==> config.mk <==
export PLATFORM = sky130hd
export DESIGN_NAME = pwr_ctrl
export DESIGN_NICKNAME = d
export VERILOG_FILES = /design/src/rtl/pwr_ctrl.sv
export SDC_FILE = /design/constraint.sdc
export NUM_CORES = 1
export LEC_CHECK = 0
export ABC_AREA = 1
export CAP_MARGIN = 5
export CORE_AREA = 8 8 117 119
export DETAILED_ROUTE_END_ITERATION = 8
export DIE_AREA = 0 0 125 127
export GPL_TIMING_DRIVEN = 0
export PLACE_DENSITY = 0.65
export SLEW_MARGIN = 0
export SYNTH_ARGS = -nofsm -noshare
export SYNTH_HDL_FRONTEND = slang
export SYNTH_SLANG_ARGS = --single-unit
==> constraint.sdc <==
create_clock -name CLK_IN -period 2.3 [get_ports CLK_IN]
set_clock_uncertainty 0.15 [all_clocks]
set_input_delay 0.69 -clock CLK_IN [delete_from_list [all_inputs] [get_ports CLK_IN]]
set_output_delay 0.69 -clock CLK_IN [all_outputs]
set_load 0.02 [all_outputs]
==> src/rtl/pwr_ctrl.sv <==
// Power controller in front of the rail sequencer.
// Merges front-panel button presses and BMC requests into SYSEN, supervises SYSGOOD
// with timeout, bounded retry and a latched fault, and releases PERST_N after SYSGOOD.
module pwr_ctrl #(
   parameter int unsigned counter_size   = 24,
   parameter int unsigned t_debounce     = 20625,
   parameter int unsigned t_long_press   = 16500000,
   parameter int unsigned t_sysgood_wait = 8250000,
   parameter int unsigned t_reset_delay  = 412500,
   parameter int unsigned t_off_min      = 4125000,
   parameter int unsigned max_retry      = 1
) (
   input  logic       CLK_IN,
   input  logic       RST_N,
   input  logic       PWRBTN_N_A,
   input  logic       BMC_ON_REQ,
   input  logic       BMC_OFF_REQ,
   input  logic       SYSGOOD,
   output logic       SYSEN,
   output logic       PERST_N,
   output logic       FAULT,
   output logic [1:0] RETRY_CNT,
   output logic [2:0] PWR_STATE
);

   typedef enum logic [2:0] {
      StOff     = 3'd0,
      StPwrup   = 3'd1,
      StRstdly  = 3'd2,
      StOn      = 3'd3,
      StPwrdn   = 3'd4,
      StFailoff = 3'd5
   } state_e;

   localparam logic [counter_size-1:0] DebLast  = counter_size'(t_debounce - 1);
   localparam logic [counter_size-1:0] LongLast = counter_size'(t_long_press - 1);
   localparam logic [counter_size-1:0] SgWait   = counter_size'(t_sysgood_wait);
   localparam logic [counter_size-1:0] RstDly   = counter_size'(t_reset_delay);
   localparam logic [counter_size-1:0] OffMin   = counter_size'(t_off_min);
   localparam logic [counter_size-1:0] CntMax   = '1;
   localparam logic [1:0]              RetryMax = 2'(max_retry);

   // Button path state
   logic                    btn_meta_q, btn_sync_q;
   logic                    btn_pressed_q;
   logic [counter_size-1:0] deb_cnt_q;
   logic [counter_size-1:0] press_cnt_q;
   logic                    long_done_q;
   logic                    short_q, long_q;

   // Power FSM state
   state_e                  state_q;
   logic [counter_size-1:0] timer_q;
   logic                    sysen_q, perst_q, fault_q;
   logic [1:0]              retry_q;
   logic                    off_ok_q;

   // Decoded events
   logic btn_differs, btn_flip;
   logic on_ev, off_ev, off_ok;

   // Debounce decision and request decode; simultaneous BMC on/off resolves to off
   always_comb begin
      btn_differs = (btn_sync_q == btn_pressed_q);
      btn_flip    = btn_differs && (deb_cnt_q == DebLast);
      on_ev       = short_q | (BMC_ON_REQ & ~BMC_OFF_REQ);
      off_ev      = short_q | BMC_OFF_REQ;
      off_ok      = off_ok_q | (timer_q >= OffMin);
   end

   // Synchronize, debounce and classify button presses into SHORT / LONG pulses
   always_ff @(posedge CLK_IN or negedge RST_N) begin
      if (!RST_N) begin
         btn_meta_q    <= 1'b1;
         btn_sync_q    <= 1'b1;
         btn_pressed_q <= 1'b0;
         deb_cnt_q     <= '0;
         press_cnt_q   <= '0;
         long_done_q   <= 1'b0;
         short_q       <= 1'b0;
         long_q        <= 1'b0;
      end else begin
         btn_meta_q <= PWRBTN_N_A;
         btn_sync_q <= btn_meta_q;
         short_q    <= 1'b0;
         long_q     <= 1'b0;
         if (btn_flip) begin
            btn_pressed_q <= ~btn_pressed_q;
            deb_cnt_q     <= '0;
         end else if (btn_differs) begin
            deb_cnt_q <= deb_cnt_q + 1'b1;
         end else begin
            deb_cnt_q <= '0;
         end
         if (btn_pressed_q) begin
            if (btn_flip) begin
               // Release: a press that already produced LONG yields nothing more
               short_q     <= ~long_done_q;
               long_done_q <= 1'b0;
               press_cnt_q <= '0;
            end else begin
               if (press_cnt_q != CntMax) press_cnt_q <= press_cnt_q + 1'b1;
               if ((press_cnt_q == LongLast) && !long_done_q) begin
                  long_q      <= 1'b1;
                  long_done_q <= 1'b1;
               end
            end
         end
      end
   end

   // Power sequencing FSM; shared timer restarts on every state change
   always_ff @(posedge CLK_IN or negedge RST_N) begin
      if (!RST_N) begin
         state_q  <= StOff;
         timer_q  <= '0;
         sysen_q  <= 1'b0;
         perst_q  <= 1'b0;
         fault_q  <= 1'b0;
         retry_q  <= 2'd0;
         off_ok_q <= 1'b1;
      end else begin
         if (timer_q != CntMax) timer_q <= timer_q + 1'b1;
         unique case (state_q)
            StOff: begin
               sysen_q  <= 1'b0;
               perst_q  <= 1'b0;
               off_ok_q <= off_ok;
               if (on_ev && off_ok) begin
                  fault_q <= 1'b0;
                  retry_q <= 2'd0;
                  state_q <= StPwrup;
                  timer_q <= '0;
               end
            end
            StPwrup: begin
               sysen_q <= 1'b1;
               if (SYSGOOD) begin
                  state_q <= StRstdly;
                  timer_q <= '0;
               end else if (timer_q > SgWait) begin
                  sysen_q <= 1'b0;
                  perst_q <= 1'b0;
                  state_q <= StFailoff;
                  timer_q <= '0;
               end else if (off_ev || long_q) begin
                  sysen_q <= sysen_q;
                  perst_q <= 1'b0;
                  state_q <= StPwrdn;
                  timer_q <= '0;
               end
            end
            StRstdly: begin
               sysen_q <= 1'b1;
               if (!SYSGOOD) begin
                  sysen_q <= 1'b0;
                  perst_q <= 1'b0;
                  state_q <= StFailoff;
                  timer_q <= '0;
               end else if (off_ev || long_q) begin
                  perst_q <= 1'b0;
                  state_q <= StPwrdn;
                  timer_q <= '0;
               end else if (timer_q > RstDly) begin
                  perst_q <= 1'b1;
                  state_q <= StOn;
                  timer_q <= '0;
               end
            end
            StOn: begin
               sysen_q <= 1'b1;
               perst_q <= 1'b1;
               // Loss of SYSGOOD outranks a same-cycle off request
               if (!SYSGOOD) begin
                  sysen_q <= 1'b0;
                  perst_q <= 1'b0;
                  state_q <= StFailoff;
                  timer_q <= '0;
               end else if (off_ev || long_q) begin
                  perst_q <= 1'b0;
                  state_q <= StPwrdn;
                  timer_q <= '0;
               end
            end
            StPwrdn: begin
               sysen_q <= 1'b0;
               perst_q <= 1'b0;
               if (!SYSGOOD || (timer_q > SgWait)) begin
                  off_ok_q <= 1'b0;
                  state_q  <= StOff;
                  timer_q  <= '0;
               end
            end
            StFailoff: begin
               sysen_q <= 1'b0;
               perst_q <= 1'b0;
               if (long_q) begin
                  retry_q  <= 2'd0;
                  off_ok_q <= 1'b0;
                  state_q  <= StOff;
                  timer_q  <= '0;
               end else if (!SYSGOOD && (timer_q > OffMin)) begin
                  if (retry_q < RetryMax) begin
                     if (retry_q != 2'd3) retry_q <= retry_q + 2'd1;
                     state_q <= StPwrup;
                  end else begin
                     // Off time already served here, so a new request is taken at once
                     fault_q  <= 1'b1;
                     off_ok_q <= 1'b1;
                     state_q  <= StOff;
                  end
                  timer_q <= '0;
               end
            end
            default: begin
               sysen_q <= 1'b0;
               perst_q <= 1'b0;
               state_q <= StOff;
               timer_q <= '0;
            end
         endcase
      end
   end

   assign SYSEN     = sysen_q;
   assign PERST_N   = perst_q;
   assign FAULT     = fault_q;
   assign RETRY_CNT = retry_q;
   assign PWR_STATE = state_q;

endmodule
==> results.md, run 1 <==
* First-pass GRT wire length at 24700 um
* Via-per-instance ratio at approximately 5.4
* Hold Crit Class: in -> async
* Initial DRC count at around 510
* Final setup violation count at 0
* Multi-input gate area at between 3000 and 4000 um^2
* Crit-path leading delay family: buffers and inverters
* Worst reg2reg setup slack at around 110 ps
* Grt peak-use layer: met2
* Outcome: finished, final reports clean
* Top Ports at 14
* Netlist cell types at 37
* Maxcap violations at 0
* Seq. cell area at between 2000 and 2500 um^2
* Worst path buffer plus inverter count at 1
* Tot Pwr at 4.50 mW
* N_diodes at 0
* Core area at 11800 um^2
* Drt pass-1 iters at 7
* TritonCTS buffer count at 9
* Nets@finish at 869
* Share of cells above drive strength 1 at 8.94%
* Die Y at around 130 um
* Sequential share of the synthesized area at 37.9%
* Wirelength per Cell at 14.5 um
* Clock sinks at 87
* Pleak at about 3.1 nW
* H-tree levels at 3
* RR Endpoint: timer_q[6]
* Initial antenna violation count at 0
* Setup CP Type: reg -> out
* Top_reg_cell synth: dfrtp_1
* Met2 global-route usage at roughly a third
* Tmin final at around 2200 ps
* Commonest non-fill, non-tap cell in the layout: nand2_1
* Clock slew at reported path FFs at 70 ps
* Fillcell total at about 1100
* Maximum VDD drop at about 0.43 mV
* Total global routing overflow at 0
* GR Util All Layers at about a fifth
* F_max at roughly 450 MHz
* Seq cells post-synth at 87
* FFs w/ async S/R, synth at 100%
* Launching point of the worst reg2reg path: timer_q[15]
* Setup crit start kind: flip-flop
* DRC errors left at 0
* Port bufs at 13
* Util after Layout at 55.3%
* Cts hold-fix bufs at 0
* Clock latency on the worst-skew pair at 350 ps
* GR Util met1 at about a quarter
* Area Growth Syn to Fin at 13.4%
* Synth top area share at between 30% and 40%
* Vias in the first global route at around 5200
* Largest area contributor in the netlist: dfrtp_1
* Synthesized Nets at between 800 and 900
* EDFF count, synth at 0
* Crit path required time at about 1500 ps
* CP endpoint kind: output pin
* Syn avg cell area at 6.94 um^2
* Min Hold Slack at around 140 ps
* Via count at ~5400
* Routed WL at 14600 um
* Slew @ Worst Pin at a little over 500 ps
* CTS tree: built
* RSZ-0062 raised after global routing: true
* Slowest cell on crit path: clkdlybuf4s50_1
* Synth Instances at between 800 and 900
* Die width at ~130 um
* Most frequent cells in the layout: nand2_1 (213), inv_1 (115), nor2_1 (101), dfrtp_1 (77), nand3_1 (72)
* Synth area leaders: dfrtp_1 (36%), nand2_1 (14%), inv_1 (7.6%), nor2_1 (6.8%), nand3_1 (6.3%)
* Slowest stage delay, CP at between 600 and 700 ps
* Starting Density at ~49%
* Critical-path cell list: clkdlybuf4s50_1
* Critical Path AT at ~1400 ps
* Endpoints failing hold at 0
* PD cells at around 690 nW/um^2
* Path depth of the worst reg2reg path at 12
* Crit path max fanout at 4
* Met3 Use GR at 3.70%
* Synthesized cell area at 5760 um^2
* Period utilization at a little over nine tenths
* Yosys warns at 0
* Antenna-violating nets left at 0
* CTS Buffer Depth at 2
* Worst rel slew slack at about 65%
* Fin. max-slew vios at 0
* Routability cong. at roughly 0.97
* DPL Wire Length at between 10000 and 15000 um
* Total die area at between 15000 and 20000 um^2
* # rows at 40
* Largest net degree at the start of global routing at between 50 and 60
* Root buffer cell: clkbuf_16
-- synthesized netlist by cell type, types with 2 or more instances --
cell      number
nand3_1       72
a31oi_1        3
and2_1         2
nor2_4         3
nor4_1         9
xor2_1        34
inv_2          2
dfstp_2        3
o21ai_0       20
buf_6          5
nand2_1      214
buf_2          7
ha_1           7
nand3_2        3
inv_1        116
nor3b_1        4
o21ai_1        3
nand3b_1       2
nand4_1       29
xnor2_1        8
nor3_2         3
or2_2          2
dfrtp_1       84
nand2_2        4
nor2_1       105
nor2_2         5
nor3_1        29
a21oi_1       43
-- cell families after synthesis --
family / synth area share [%]
AND/OR/NAND/NOR: 37.7
buffers and inverters: 9.49
flip-flops: 37.9
AO/OA/AOI/OAI: 7.00
XOR/XNOR: 6.39
adder cells (fa/ha/maj): 1.52
-- worst max-delay path by stage --
stage | slack [ps] | startpoint | cells after the start | end
2_1_floorplan | 340 | press_cnt_q[0] | 11 | press_cnt_q[16]
3_3_place_gp | -2810 | RST_N | 1 | press_cnt_q[21]
3_5_place_dp | -390 | BMC_OFF_REQ | 9 | PWR_STATE[0]
4_1_cts | 8 | press_cnt_q[0] | 11 | press_cnt_q[16]
5_1_grt | -10 | BMC_OFF_REQ | 8 | PERST_N
6_report | 70 | PWR_STATE[0] | 1 | PWR_STATE[0]
-- metal layers --
layer | wire length, um | vias up
met5 | 0 | -
met4 | 314 | 0
met3 | 577 | 25
met2 | 6830 | 110
met1 | 6850 | 2576
li1 | - | 2721
-- registers in the layout, summed over array words and instances, names as in the netlist --
register,cells
btn_meta_q,1
long_q,1
long_done_q,1
btn_sync_q,1
RETRY_CNT,2
PWR_STATE,3
deb_cnt_q,24
short_q,1
SYSEN,1
FAULT,1
off_ok_q,1
btn_pressed_q,1
PERST_N,1
timer_q,24
press_cnt_q,24
-- report_power, final --
group / total [mW] / switching [mW] / internal, mW / leakage [nW]
sequential: 1.72 / 0.0916 / 1.63 / 1.18
combinational: 1.06 / 0.672 / 0.391 / 1.73
clock: 1.72 / 0.648 / 1.07 / 0.160
-- through the flow --
step	instances	TNS [ps]	cell area, um^2	setup WS, ps
6_report	1008	0	6530	66.1
3_3_place_gp	990	-244910	6070	-2810
5_1_grt	1008	-13.2	6530	-13.2
2_1_floorplan	830	0	5760	340
3_5_place_dp	991	-6170	6100	-387
4_1_cts	1007	0	6440	7.74
-- timing repair --
| item | CTS | global route |
|---|---|---|
| gates resized for setup | 4 | 24 |
| endpoints found under the setup margin | 24 | 48 |
| pin swaps | 0 | 1 |
| endpoints found under the hold margin | 0 | 0 |
| setup buffers | 0 | 1 |
-- cell type report --
type                       instances  share of cell area, %
sequential                        87                   33.5
tap                              147                   2.82
timing repair buffer              15                   2.47
inverter                         119                   6.86
clock buffer                      11                   3.56
clock inverter                     5                   1.63
multi-input combinational        611                   47.6
buffer                            13                   1.57
Power figures use the tool's default switching activity.
==> inputs of run 2 (changes only) <==
clock period = 2.65 ns   (was 2.3 ns; I/O delays follow)
==> results.md, run 2 (synthesis results as in run 1) <==
* RSZ-0062 raised after global routing: false
* Slowest stage delay, CP at between 500 and 600 ps
* CP dominant cell by count: nand2_1
* Initial antenna violation count at 0
* Critical Path AT at 2580 ps
* Via count at between 5000 and 6000
* Top Ports at 14
* GR Util met1 at a little under a quarter
* Area Growth Syn to Fin at 11.8%
* Final setup margin at ~160 ps
* Total global routing overflow at 0
* Crit path max fanout at 5
* Tmin final at 2490 ps
* Path depth of the worst reg2reg path at 13
* Endpoints failing hold at 0
* Hold Crit Class: reg -> reg
* Routed WL at about 15000 um
* PD cells at 602 nW/um^2
* Met3 Use GR at between 3 and 4%
* Drt pass-1 iters at 6
* Period utilization at between 90% and 100%
* GR Util All Layers at 18.8%
* Share of cells above drive strength 1 at 6.63%
* Pleak at a little over 3 nW
* Outcome: finished, final reports clean
* Antenna-violating nets left at 0
* Wirelength per Cell at about 14 um
* Cts hold-fix bufs at 0
* Post-cts sizing count at 0
* Starting Density at between 40% and 50%
* Met2 global-route usage at between 30% and 40%
* Setup crit start kind: input pin
* N_diodes at 0
* Clock latency on the worst-skew pair at about 350 ps
* Post-CTS setup buffer count at 0
* Placed Instance Area at just over 6000 um^2
* Most frequent cells in the layout: nand2_1 (214), inv_1 (116), nor2_1 (105), dfrtp_1 (84), nand3_1 (72)
* Worst rel slew slack at 57.2%
* Critical-path cell list: clkdlybuf4s50_1, nor3_1, inv_1, nor2_1, nand3_1, nand2_1, nor2_1, nand2_1, nand2_1
* First-pass GRT wire length at between 20000 and 25000 um
* Via-per-instance ratio at 5.41
* CTS Buffer Depth at 2
* Slew @ Worst Pin at 637 ps
* Root buffer cell: clkbuf_16
* Fillcell total at around 1100
* # rows at 40
* Number of cells on the critical path at 9
* Crit-path leading delay family: simple AND/OR/NAND/NOR gates
* Worst path buffer plus inverter count at 2
* Maxcap violations at 0
* Maximum VDD drop at between 0.3 and 0.4 mV
* Final Instance Area at between 6000 and 7000 um^2
* DRC errors left at 0
* Grt peak-use layer: met2
* Fin. max-slew vios at 0
* Setup CP Type: in -> reg
* Port bufs at 13
* Largest net degree at the start of global routing at 54
* F_max at between 400 and 500 MHz
* Crit path required time at around 2700 ps
* H-tree levels at 3
* Clock slew at reported path FFs at ~60 ps
* Slowest cell on crit path: nor3_1
* TritonCTS buffer count at 9
* Pre-CTS WS at -142 ps
* Total die area at about 16000 um^2
* CTS tree: built
* Final setup violation count at 0
* Die Y at between 100 and 150 um
* Commonest non-fill, non-tap cell in the layout: nand2_1
* Hold path depth at 0
* Top Registers: deb_cnt_q (24), press_cnt_q (24), timer_q (24)
* Initial DRC count at between 400 and 500
* Routability cong. at 0.970
* CP endpoint kind: flip-flop
* Vias in the first global route at around 5200
* Core area at around 12000 um^2
* DPL Wire Length at approximately 11000 um
* Nets@finish at 868
* Clock sinks at 87
* Die width at about 130 um
run 2: changes by cell type in the layout (fill, tap and decap cells not counted), sizes merged:
cell,delta
buf,-1
dlygate4sd2,-1
clkdlybuf4s50,+1
run 2: path summary, 6_finish.rpt:
check / start / to / slack (ps)
max: BMC_OFF_REQ / PWR_STATE[0] / 160
min reg2reg: btn_meta_q / btn_sync_q / 210
max reg2reg: deb_cnt_q[0] / press_cnt_q[0] / 290
min in group asynchronous: RST_N / timer_q[13] / 240
max in group asynchronous: RST_N / btn_sync_q / 1430
min: btn_meta_q / btn_sync_q / 210
run 2: power breakdown:
| group | switching [mW] | internal (mW) | leakage [nW] | total (mW) |
|---|---|---|---|---|
| clock | 0.566 | 0.927 | 0.160 | 1.49 |
| sequential | 0.0803 | 1.41 | 1.19 | 1.49 |
| combinational | 0.568 | 0.321 | 1.70 | 0.889 |
| total | 1.21 | 2.66 | 3.05 | 3.88 |
run 2: cell type report:
type,instances,area [um^2],area share [%]
Buffer,13,98.8,1.54
Clock buffer,11,233,3.62
Clock inverter,5,106,1.65
Inverter,119,448,6.96
Multi-Input combinational cell,611,3030,47.1
Sequential cell,87,2180,33.9
Tap cell,147,184,2.86
Timing Repair Buffer,14,155,2.41
run 2: worst reg2reg max path: cells and delay by family, from the launching register on:
kind | cells | cell delay (ps)
adders and majority gates | 1 | 140
buffers and inverters | 4 | 450
DFF | 1 | 390
and+or+nand+nor | 8 | 1130
run 2: per-stage QoR:
step | std cells | hold slack (ps) | TNS (ps) | utilization, % | power, mW
finish | 1007 | 208 | 0 | 54.5 | 3.88
global route | 1007 | 215 | 0 | 54.5 | 4.06
CTS | 1007 | 210 | 0 | 54.5 | 3.91
detailed placement | 991 | 201 | -274 | 51.6 | 2.40
global placement | 990 | 197 | -219270 | 51.4 | 2.37
floorplan | 830 | 195 | 0 | - | 2.09
run 2: metal layers:
metal | routed length, um | vias up
met2 | 6790 | 143
met5 | 0 | -
met1 | 6740 | 2563
met4 | 303 | 0
li1 | - | 2716
met3 | 680 | 25
